==> config.mk <==
export PLATFORM = sky130hd
export DESIGN_NAME = dds_sweep_ctrl
export DESIGN_NICKNAME = d
export VERILOG_FILES = /design/src/rtl/dds_pkg.sv /design/src/rtl/dds_dwell_timer.sv /design/src/rtl/dds_sweep_ctrl.sv
export SDC_FILE = /design/constraint.sdc
export NUM_CORES = 1
export LEC_CHECK = 0
export ABC_AREA = 1
export BUFFER_PORTS_ARGS = -buffer_cell sky130_fd_sc_hd__buf_2
export CAP_MARGIN = 20
export CORE_MARGIN = 2
export CORE_UTILIZATION = 45
export CTS_CLUSTER_SIZE = 8
export DETAILED_ROUTE_END_ITERATION = 7
export GPL_TIMING_DRIVEN = 0
export PLACE_DENSITY_LB_ADDON = 0.3
export SETUP_SLACK_MARGIN = 0.15
export SLEW_MARGIN = 20
export SYNTH_ARGS = -nofsm -noshare
export SYNTH_HDL_FRONTEND = slang
export SYNTH_SLANG_ARGS = --single-unit
==> constraint.sdc <==
create_clock -name sclk -period 5.36 [get_ports sclk]
set_input_delay 0.536 -clock sclk [delete_from_list [all_inputs] [get_ports sclk]]
set_output_delay 0.536 -clock sclk [all_outputs]
set_load 0.01 [all_outputs]
==> src/rtl/dds_pkg.sv <==
// Shared definitions for the DDS sweep controller and the DDS core.
//   - Frequency-word reset default (1 MHz at 50 MHz sclk)
//   - Sweep mode encodings (mode_e)
//   - Sweep controller FSM state encoding (state_e)
package dds_pkg;

    localparam logic [31:0] FRQ_RST_DEF = 32'd85899346;

    typedef enum logic [1:0] {
        MODE_UP  = 2'b00,   // single sweep upward, then done
        MODE_SAW = 2'b01,   // upward sweep, jump back to f_start, repeat
        MODE_TRI = 2'b10,   // up then down, repeat
        MODE_DN  = 2'b11    // single sweep downward, then done
    } mode_e;

    typedef enum logic [1:0] {
        IDLE   = 2'b00,
        RUN_UP = 2'b01,
        RUN_DN = 2'b10,
        DONE   = 2'b11
    } state_e;

endpackage

==> src/rtl/dds_dwell_timer.sv <==
// Dwell counter for the sweep controller.
// Ports:
//   sclk     : clock (rising edge)
//   rst      : synchronous active-high reset, clears the counter
//   load     : load load_val into the counter
//   clr      : clear the counter (timer idle, no expiry)
//   load_val : cycles per frequency point, must already be >= 1
//   expire   : high during the last cycle of the current dwell period
module dds_dwell_timer
    import dds_pkg::*;
#(
    parameter int DWELL_W = 16
) (
    input  logic               sclk,
    input  logic               rst,
    input  logic               load,
    input  logic               clr,
    input  logic [DWELL_W-1:0] load_val,
    output logic               expire
);

    localparam logic [DWELL_W-1:0] CNT_ZERO = {DWELL_W{1'b0}};
    localparam logic [DWELL_W-1:0] CNT_ONE  = {{(DWELL_W-1){1'b0}}, 1'b1};

    logic [DWELL_W-1:0] cnt_r;

    // Down-counter: a count of 1 marks the final cycle of the dwell period.
    always_ff @(posedge sclk) begin
        if (rst) begin
            cnt_r <= CNT_ZERO;
        end else if (clr) begin
            cnt_r <= CNT_ZERO;
        end else if (load) begin
            cnt_r <= load_val;
        end else if (cnt_r != CNT_ZERO) begin
            cnt_r <= cnt_r - CNT_ONE;
        end else begin
            cnt_r <= cnt_r;
        end
    end

    assign expire = (cnt_r == CNT_ONE);

endmodule

==> src/rtl/dds_sweep_ctrl.sv <==
// Frequency sweep controller feeding a DDS phase accumulator.
// Ports:
//   sclk, rst            : clock, synchronous active-high reset
//   start, stop          : single-cycle sweep begin / abort requests
//   mode                 : 00 up, 01 sawtooth, 10 triangle, 11 down
//   f_start, f_stop      : lower / upper frequency words
//   f_step, dwell        : step per point, cycles per point (0 acts as 1)
//   frq_word             : current frequency word
//   phase_clr, word_upd  : accumulator phase reload / new-word pulses
//   busy, done, err      : sweep active, completion pulse, config reject pulse
module dds_sweep_ctrl
    import dds_pkg::*;
#(
    parameter logic [31:0] FRQ_RST = FRQ_RST_DEF,
    parameter int          DWELL_W = 16
) (
    input  logic               sclk,
    input  logic               rst,
    input  logic               start,
    input  logic               stop,
    input  logic [1:0]         mode,
    input  logic [31:0]        f_start,
    input  logic [31:0]        f_stop,
    input  logic [31:0]        f_step,
    input  logic [DWELL_W-1:0] dwell,
    output logic [31:0]        frq_word,
    output logic               phase_clr,
    output logic               word_upd,
    output logic               busy,
    output logic               done,
    output logic               err
);

    localparam logic [DWELL_W-1:0] DW_ZERO = {DWELL_W{1'b0}};
    localparam logic [DWELL_W-1:0] DW_ONE  = {{(DWELL_W-1){1'b0}}, 1'b1};

    state_e             state_r, state_s;
    mode_e              mode_r, mode_s;
    logic [31:0]        fstart_r, fstart_s, fstop_r, fstop_s, fstep_r, fstep_s;
    logic [DWELL_W-1:0] dwell_r, dwell_s;
    logic [31:0]        frq_r, frq_s;
    logic               busy_s, phase_clr_s, word_upd_s, done_s, err_s;
    logic               tmr_load_s, tmr_clr_s, tmr_expire_s;
    logic [DWELL_W-1:0] tmr_val_s;
    logic [32:0]        sum_s, diff_s;
    logic [31:0]        up_next_s, dn_next_s;

    dds_dwell_timer #(.DWELL_W(DWELL_W)) u_dwell (
        .sclk     (sclk),
        .rst      (rst),
        .load     (tmr_load_s),
        .clr      (tmr_clr_s),
        .load_val (tmr_val_s),
        .expire   (tmr_expire_s)
    );

    // Next up/down points; 33-bit arithmetic so carry/borrow clamp instead of wrapping.
    always_comb begin
        sum_s     = {1'b0, frq_r} + {1'b0, fstep_r};
        diff_s    = {1'b0, frq_r} - {1'b0, fstep_r};
        up_next_s = (sum_s >= {1'b0, fstop_r}) ? fstop_r : sum_s[31:0];
        dn_next_s = (diff_s[32] || (diff_s[31:0] <= fstart_r)) ? fstart_r : diff_s[31:0];
        // Idle loads come straight from the port; running reloads from the shadow copy.
        if (state_r == IDLE) begin
            tmr_val_s = (dwell == DW_ZERO) ? DW_ONE : dwell;
        end else begin
            tmr_val_s = (dwell_r == DW_ZERO) ? DW_ONE : dwell_r;
        end
    end

    // Sweep FSM next-state and next-output logic.
    always_comb begin
        state_s     = state_r;
        mode_s      = mode_r;
        fstart_s    = fstart_r;
        fstop_s     = fstop_r;
        fstep_s     = fstep_r;
        dwell_s     = dwell_r;
        frq_s       = frq_r;
        busy_s      = busy_r_q();
        phase_clr_s = 1'b0;
        word_upd_s  = 1'b0;
        done_s      = 1'b0;
        err_s       = 1'b0;
        tmr_load_s  = 1'b0;
        tmr_clr_s   = 1'b0;
        case (state_r)
            IDLE: begin
                busy_s = 1'b0;
                if (stop) begin
                    tmr_clr_s = 1'b1;       // stop beats a simultaneous start
                end else if (start) begin
                    if ((f_start > f_stop) || (f_step == 32'd0)) begin
                        err_s = 1'b1;
                    end else begin
                        mode_s      = mode_e'(mode);
                        fstart_s    = f_start;
                        fstop_s     = f_stop;
                        fstep_s     = f_step;
                        dwell_s     = dwell;
                        busy_s      = 1'b1;
                        phase_clr_s = 1'b1;
                        word_upd_s  = 1'b1;
                        tmr_load_s  = 1'b1;
                        if (mode_e'(mode) == MODE_DN) begin
                            frq_s   = f_stop;
                            state_s = RUN_DN;
                        end else begin
                            frq_s   = f_start;
                            state_s = RUN_UP;
                        end
                    end
                end else begin
                    tmr_clr_s = 1'b0;
                end
            end
            RUN_UP: begin
                if (stop) begin
                    state_s   = IDLE;
                    busy_s    = 1'b0;
                    tmr_clr_s = 1'b1;
                end else if (tmr_expire_s) begin
                    if (frq_r == fstop_r) begin
                        case (mode_r)
                            MODE_SAW: begin
                                frq_s       = fstart_r;
                                phase_clr_s = 1'b1;
                                word_upd_s  = 1'b1;
                                tmr_load_s  = 1'b1;
                            end
                            MODE_TRI: begin
                                frq_s      = dn_next_s;
                                word_upd_s = 1'b1;
                                tmr_load_s = 1'b1;
                                state_s    = RUN_DN;
                            end
                            default: begin
                                state_s   = DONE;
                                done_s    = 1'b1;
                                busy_s    = 1'b0;
                                tmr_clr_s = 1'b1;
                            end
                        endcase
                    end else begin
                        frq_s      = up_next_s;
                        word_upd_s = 1'b1;
                        tmr_load_s = 1'b1;
                    end
                end else begin
                    tmr_load_s = 1'b0;
                end
            end
            RUN_DN: begin
                if (stop) begin
                    state_s   = IDLE;
                    busy_s    = 1'b0;
                    tmr_clr_s = 1'b1;
                end else if (tmr_expire_s) begin
                    if (frq_r == fstart_r) begin
                        if (mode_r == MODE_TRI) begin
                            frq_s      = up_next_s;
                            word_upd_s = 1'b1;
                            tmr_load_s = 1'b1;
                            state_s    = RUN_UP;
                        end else begin
                            state_s   = DONE;
                            done_s    = 1'b1;
                            busy_s    = 1'b0;
                            tmr_clr_s = 1'b1;
                        end
                    end else begin
                        frq_s      = dn_next_s;
                        word_upd_s = 1'b1;
                        tmr_load_s = 1'b1;
                    end
                end else begin
                    tmr_load_s = 1'b0;
                end
            end
            DONE: begin
                state_s = IDLE;
                busy_s  = 1'b0;
            end
            default: begin
                state_s   = IDLE;
                busy_s    = 1'b0;
                tmr_clr_s = 1'b1;
            end
        endcase
    end

    function automatic logic busy_r_q();
        return busy;
    endfunction

    // State, shadow configuration and registered outputs.
    always_ff @(posedge sclk) begin
        if (rst) begin
            state_r   <= IDLE;
            mode_r    <= MODE_UP;
            fstart_r  <= 32'd0;
            fstop_r   <= 32'd0;
            fstep_r   <= 32'd0;
            dwell_r   <= DW_ZERO;
            frq_r     <= FRQ_RST;
            busy      <= 1'b0;
            phase_clr <= 1'b0;
            word_upd  <= 1'b0;
            done      <= 1'b0;
            err       <= 1'b0;
        end else begin
            state_r   <= state_s;
            mode_r    <= mode_s;
            fstart_r  <= fstart_s;
            fstop_r   <= fstop_s;
            fstep_r   <= fstep_s;
            dwell_r   <= dwell_s;
            frq_r     <= frq_s;
            busy      <= busy_s;
            phase_clr <= phase_clr_s;
            word_upd  <= word_upd_s;
            done      <= done_s;
            err       <= err_s;
        end
    end

    assign frq_word = frq_r;

endmodule

==> results of run 1 <==
==> layout make-up <==
class / count / area (um^2) / share of cell area
Sequential cell: 169 / 3400 / 0.175
Antenna cell: 2 / 5.00 / 0.000257
Buffer: 125 / 613 / 0.0315
Clock buffer: 18 / 439 / 0.0225
Tap cell: 511 / 639 / 0.0328
Inverter: 411 / 1540 / 0.0792
Timing Repair Buffer: 153 / 766 / 0.0393
Multi-Input combinational cell: 2181 / 11900 / 0.612
Clock inverter: 13 / 159 / 0.00815
==> worst max-delay path: cells and delay by family (launching register included) <==
kind	cells	cell delay (ps)
AND/OR/NAND/NOR	13	2390
flip-flops	1	430
XOR/XNOR	1	580
adder cells (fa/ha/maj)	3	760
AO/OA/AOI/OAI	2	140
buffers and inverters	4	690
==> power by group through the flow <==
stage,Sequential (mW),Combinational (mW),Clock [mW]
after floorplan,1.79,6.31,0
after detailed placement,1.92,9.44,0
after global routing,1.94,10.7,1.40
final,1.93,9.93,1.36
after global placement,1.91,9.34,0
after CTS,1.90,9.51,1.36
==> logic make-up after synthesis <==
group | after synthesis | synth area share
and+or+nand+nor | 1306 | 0.327
AOI/OAI and AO/OA | 625 | 0.189
buffers and inverters | 536 | 0.124
adders and majority gates | 171 | 0.124
DFF | 169 | 0.195
xor gates and xnor gates | 79 | 0.0399
==> per-layer routing <==
metal,vias to the layer above,GRT usage
met3,255,0.0908
met4,0,0.235
met1,9574,0.521
met2,1155,0.636
met5,-,0
li1,9779,-
==> stage by stage <==
stage	worst slack (ps)	power, mW	instance area [um^2]	std cells	utilization
after floorplan	1500	8.10	17300	2886	-
after global placement	-482	11.2	18700	3550	0.495
after detailed placement	-544	11.4	18700	3550	0.495
after CTS	207	12.8	19400	3581	0.513
after global routing	87.4	14.1	19500	3581	0.515
final	184	13.2	19500	3583	0.515
==> worst min-delay path by stage <==
stage,from,to,cells after the start
3_5_place_dp,dwell_r[10],dwell_r[10],2
3_3_place_gp,dwell_r[3],dwell_r[3],2
5_1_grt,stop,err,2
6_report,start,err,3
2_1_floorplan,dwell_r[11],dwell_r[11],2
4_1_cts,start,err,3
==> timing repair <==
action,in CTS,in global routing
hold buffers,0,0
pin swaps,0,0
endpoints found under the setup margin,32,32
gates cloned,0,0
resized for setup,19,18
==> state kept, by name, indices dropped and copies added (netlist names), 2 cells and up <==
register,flops
dwell_r,16
frq_word,32
fstart_r,32
fstep_r,32
fstop_r,32
mode_r,2
state_r,2
u_dwell.cnt_r,16
==> cells in the final DEF (no fill, tap or decap), types with 54 or more instances in the layout <==
| cell type | instances |
|---|---|
| nand2_1 | 727 |
| inv_1 | 387 |
| a21oi_1 | 330 |
| nand3_1 | 222 |
| o21ai_0 | 211 |
| buf_2 | 181 |
| nor2_1 | 177 |
| ha_1 | 168 |
| dfxtp_1 | 158 |
| clkbuf_1 | 67 |
| nand4_1 | 62 |
| xor2_1 | 54 |
==> impl_metrics.yaml, run 1 <==
setup_path:
  slowest_stage: "xor2_1"
  r2r_slack_ps: 180
  crit_chain: "inv_1 > ha_1 > inv_1 > fa_1 > nand4_1 > nand2_1 > xor2_1 > ha_1 > nand2_1 > nor2_1 > nand4_1 > nor3_1 > nand2_2 > nand3_4 > buf_6 > buf_6 > nand2_2 > nand3_1 > a21oi_1 > nand2_1 > nand3_2 > nand2_2 > a21oi_2"
  cp-endpoint: "frq_word[14]"
  arrival_ps: 5530
  timing.rr.end: "frq_word[14]"
  worstSetupPathType: "reg -> reg"
  critPathLaunchType: "flop"
  regToRegStartpoint: "frq_word[0]"
  critical_path.max_fanout: 10
  end_kind: "flop"
  r2r_cells: 23
  slowest_delay_ps: 580
  cp.required_ps: 5710
  setup.worst_path.start: "frq_word[0]"
yosys:
  synth-seq-area-share: 0.195
  netlist.area_leader.share: 0.195
  synthCells: 2886
  synth_common_cells: "nand2_1, inv_1, a21oi_1"
  async_flop_share: 0
  synth_warnings: 0
  synth_area_per_cell_um2: 6.01
  syn_area_um2: 17300
  synth_ff_type: "dfxtp_1"
  ys_types: 52
  syn-num-nets: 3175
  synth_edf_count: 0
  synth.most_common_cell: "nand2_1"
  synth_area_leaders: "dfxtp_1, nand2_1, ha_1, a21oi_1, inv_1"
  synth-seq-cells: 169
  yosysTopAreaCell: "dfxtp_1"
timing:
  min_period_ps: 5180
  drv_slew: 0
  rsz0062_at_grt: "yes"
  finalHoldViolCount: 0
  timing.fmax_mhz: 193
  setup_viol: 0
  skew_ps: 13.9
  setup_tns_ps: 0
  finalCritPeriodShare: 0.966
  tightestPinTransition_ps: 1110
  slew_headroom: 0.259
  hold_slack_ps: 296
cells_and_area:
  area_delta_synth_final_pct: 12.4
  fillCellCount: 4033
  nNetsFinal: 3347
  drive_gt1_frac: 0.112
placement:
  globalplace.congestion: 1.06
  io_buffer_count: 153
  dp.final_hpwl_mm: 67.7
global_routing:
  antenna_found_initial: 1
  overflow: 0
  grt_pass1_wl_mm: 121
  grt_pass1_vias: 19605
  grt_max_degree: 17
  grtUsageTotal: 0.409
clock_tree:
  cts-root-buf: "clkbuf_16"
  cts_made_buffers: 17
  cts_htree_levels: 4
  cts_tree: "yes"
  clockBufferDepth: 2
  cts_setup_buffers: 0
  cts_num_sinks: 169
  path_clk_slew_ps: 80
  clock_latency_ps: 510
pwr:
  p_int_mw: 5.16
  p_switching_mw: 8.06
  power_density_nw_per_um2: 678
  power_frac_clock: 0.103
  combPwrFrac: 0.751
  p_leak_nw: 9.49
  power.share.switching: 0.610
  power_frac_seq: 0.146
  worst_ir_drop_vdd_mv: 0.369
detailed_routing:
  drc: 0
  dr.pass1.iters: 6
  wl_met3_mm: 8.97
  drt-total-wl_mm: 84.0
  met1_length_mm: 34.0
  top_layer_used: "met4"
  vias: 20763
  wl_met2_mm: 36.1
  postRouteAntennaNets: 0
  avgRoutedWirePerCell_um: 23.4
  avgViaCountPerCell: 5.79
  drt_iter0_drc: 2365
die:
  rows: 71
  chipHeight_um: 200
  start_util: 0.458
  dieWidth_um: 200
  core_area_um2: 37800
  num_io_pins: 155
  die_area_um2: 40100
run:
  drv_cap: 0
hold_path:
  hold_class: "in -> reg"
run_status:
  status: "finished clean"
Power figures use the tool's default switching activity.
==> run 2, diff against run 1 <==
SYNTH_HIERARCHICAL = 1   (was unset)
clock period = 6.2 ns   (was 5.36 ns; I/O delays follow)
==> run 2 against run 1 <==
  * The flow now finishes with violations (design-rule violations)
  * Fmax shrank 12%
  * Die area down 1.1%
  * Sequential share of layout area rose by 0.18 points
  * Sequential power decreased by 10%
  * Via count decreased by 2.2%
  * Largest cell class unchanged
==> impl_metrics.yaml, run 2 <==
yosys:
  netlist.area_leader.share: 0.197
  synth_ff_type: "dfxtp_1"
  synth_area_leaders: "dfxtp_1, nand2_1, ha_1, a21oi_1, inv_1"
  yosysTopAreaCell: "dfxtp_1"
  synth.most_common_cell: "nand2_1"
  synth-seq-cells: 169
  synthCells: 2756
  syn_area_um2: 17200
  synth_edf_count: 0
  syn-num-nets: 3045
  async_flop_share: 0
  synth_area_per_cell_um2: 6.23
  synth-seq-area-share: 0.197
  ys_types: 54
  synth_warnings: 6
  synth_common_cells: "nand2_1, a21oi_1, inv_1"
placement:
  globalplace.congestion: 1.04
  dpl_worst_slack_ps: -99.9
  dp.final_hpwl_mm: 67.1
  io_buffer_count: 153
global_routing:
  grt_max_degree: 20
  antenna_found_initial: 1
  grt_pass1_wl_mm: 119
  overflow: 0
  grtUsageTotal: 0.419
  grt_pass1_vias: 18277
hold_path:
  whs_path_depth: 3
  min-delay-start: "start"
  holdPathEnd: "err"
  hold_class: "in -> reg"
setup_path:
  timing.rr.end: "frq_word[6]"
  r2r_cells: 29
  cp.required_ps: 6670
  slowest_stage: "o21ai_1"
  end_kind: "flop"
  critical_path.max_fanout: 10
  r2r_slack_ps: 310
  slowest_delay_ps: 730
  path_buf_inv: 3
  cp_common_cell: "nand2_1"
  arrival_ps: 6360
  cpLargestDelayFamily: "simple AND/OR/NAND/NOR gates"
  critPathLaunchType: "flop"
  worstSetupPathType: "reg -> reg"
  regToRegStartpoint: "frq_word[2]"
clock_tree:
  cts_htree_levels: 4
  cts_num_sinks: 169
  cts_made_buffers: 17
  cts_tree: "yes"
  clock_latency_ps: 520
  cts-root-buf: "clkbuf_16"
  path_clk_slew_ps: 80
  clockBufferDepth: 2
timing:
  timing.fmax_mhz: 170
  finalWorstSetupSlack_ps: 306
  setup_tns_ps: 0
  min_period_ps: 5890
  drv_slew: 0
  tightestPinTransition_ps: 1240
  rsz0062_at_grt: "no"
  skew_ps: 13.0
  finalCritPeriodShare: 0.951
  finalHoldViolCount: 0
  setup_viol: 0
  slew_headroom: 0.174
pwr:
  combPwrFrac: 0.768
  worst_ir_drop_vdd_mv: 0.500
  power_frac_seq: 0.139
  p_int_mw: 4.71
  p_leak_nw: 9.12
  power_frac_clock: 0.094
  power_density_nw_per_um2: 653
  p_switching_mw: 7.81
  power.share.switching: 0.624
cells_and_area:
  final_cell_mix: "nand2_1, a21oi_1, inv_1, nand3_1, o21ai_0"
  drive_gt1_frac: 0.117
  final_common_cell: "nand2_1"
  n_antenna_cell: 0
  nNetsFinal: 3218
  area_delta_synth_final_pct: 11.8
detailed_routing:
  avgViaCountPerCell: 5.88
  vias: 20303
  wl_met3_mm: 9.24
  drt-total-wl_mm: 83.1
  dr.pass1.iters: 8
  avgRoutedWirePerCell_um: 24.1
  drc: 1
  postRouteAntennaNets: 0
  drt_iter0_drc: 2479
  wl_met2_mm: 33.7
  top_layer_used: "met5"
  met1_length_mm: 34.7
die:
  dieWidth_um: 199
  rows: 71
  num_io_pins: 155
  start_util: 0.457
  chipHeight_um: 199
  core_area_um2: 37600
  die_area_um2: 39700
run_status:
  status: "finished, violations left"
  violations: "design-rule violations"
run:
  drv_cap: 0
-- run 2: per-layer routing --
layer / track usage / vias to the layer above
met2: 0.609 / 1206
met3: 0.102 / 214
met1: 0.556 / 9410
met5: 0 / -
li1: - / 9471
met4: 0.259 / 2
-- run 2: logic make-up after synthesis --
| family | Yosys count | share of synthesized area |
|---|---|---|
| and+or+nand+nor | 1152 | 0.302 |
| AOI/OAI and AO/OA | 671 | 0.208 |
| buffers and inverters | 490 | 0.114 |
| adders and majority gates | 171 | 0.126 |
| DFF | 169 | 0.197 |
| xor gates and xnor gates | 103 | 0.0526 |
-- run 2: through the flow --
stage / hold WS, ps / util / std cells / instance area, um^2 / power [mW]
after global routing: 412 / 0.510 / 3453 / 19200 / 13.3
after detailed placement: 469 / 0.494 / 3420 / 18600 / 10.9
after CTS: 375 / 0.510 / 3452 / 19200 / 12.1
final: 397 / 0.510 / 3453 / 19200 / 12.5
after floorplan: 444 / - / 2756 / 17200 / 7.81
after global placement: 457 / 0.494 / 3420 / 18600 / 10.8
-- run 2: power by group through the flow --
stage | sequential, mW | combinational [mW] | clock, mW
final | 1.73 | 9.61 | 1.17
after global routing | 1.75 | 10.4 | 1.22
after detailed placement | 1.74 | 9.17 | 0
after floorplan | 1.60 | 6.21 | 0
after CTS | 1.72 | 9.22 | 1.18
after global placement | 1.74 | 9.09 | 0
-- run 2: layout make-up --
| type | count | area, um^2 |
|---|---|---|
| buffer | 126 | 588 |
| clock buffer | 17 | 425 |
| clock inverter | 15 | 174 |
| fill | 4041 | 18400 |
| inverter | 364 | 1370 |
| multi-input combinational | 2097 | 11800 |
| sequential | 169 | 3380 |
| tap | 511 | 639 |
| timing repair buffer | 154 | 773 |
-- run 2: worst max path at each step --
stage / start / end / slack, ps / cells past startpoint
CTS: frq_word[2] / frq_word[26] / 160 / 27
detailed placement: frq_word[2] / frq_word[26] / -100 / 27
global placement: frq_word[2] / frq_word[9] / -50 / 26
global route: frq_word[2] / frq_word[18] / 180 / 29
finish: frq_word[2] / frq_word[6] / 310 / 29
floorplan: frq_word[1] / frq_word[2] / 2320 / 28
-- run 2: tightest hold or removal path: stages --
cell	delay [ps]
buf_2	110
nand2_1	80
nor3_1	60
-- run 2: repair_timing --
action / in CTS / in global routing
setup endpoints to repair: 32 / 30
pin swaps: 1 / 1
hold buffers: 0 / 0
setup buffers: 0 / 1
resized for setup: 1 / 4
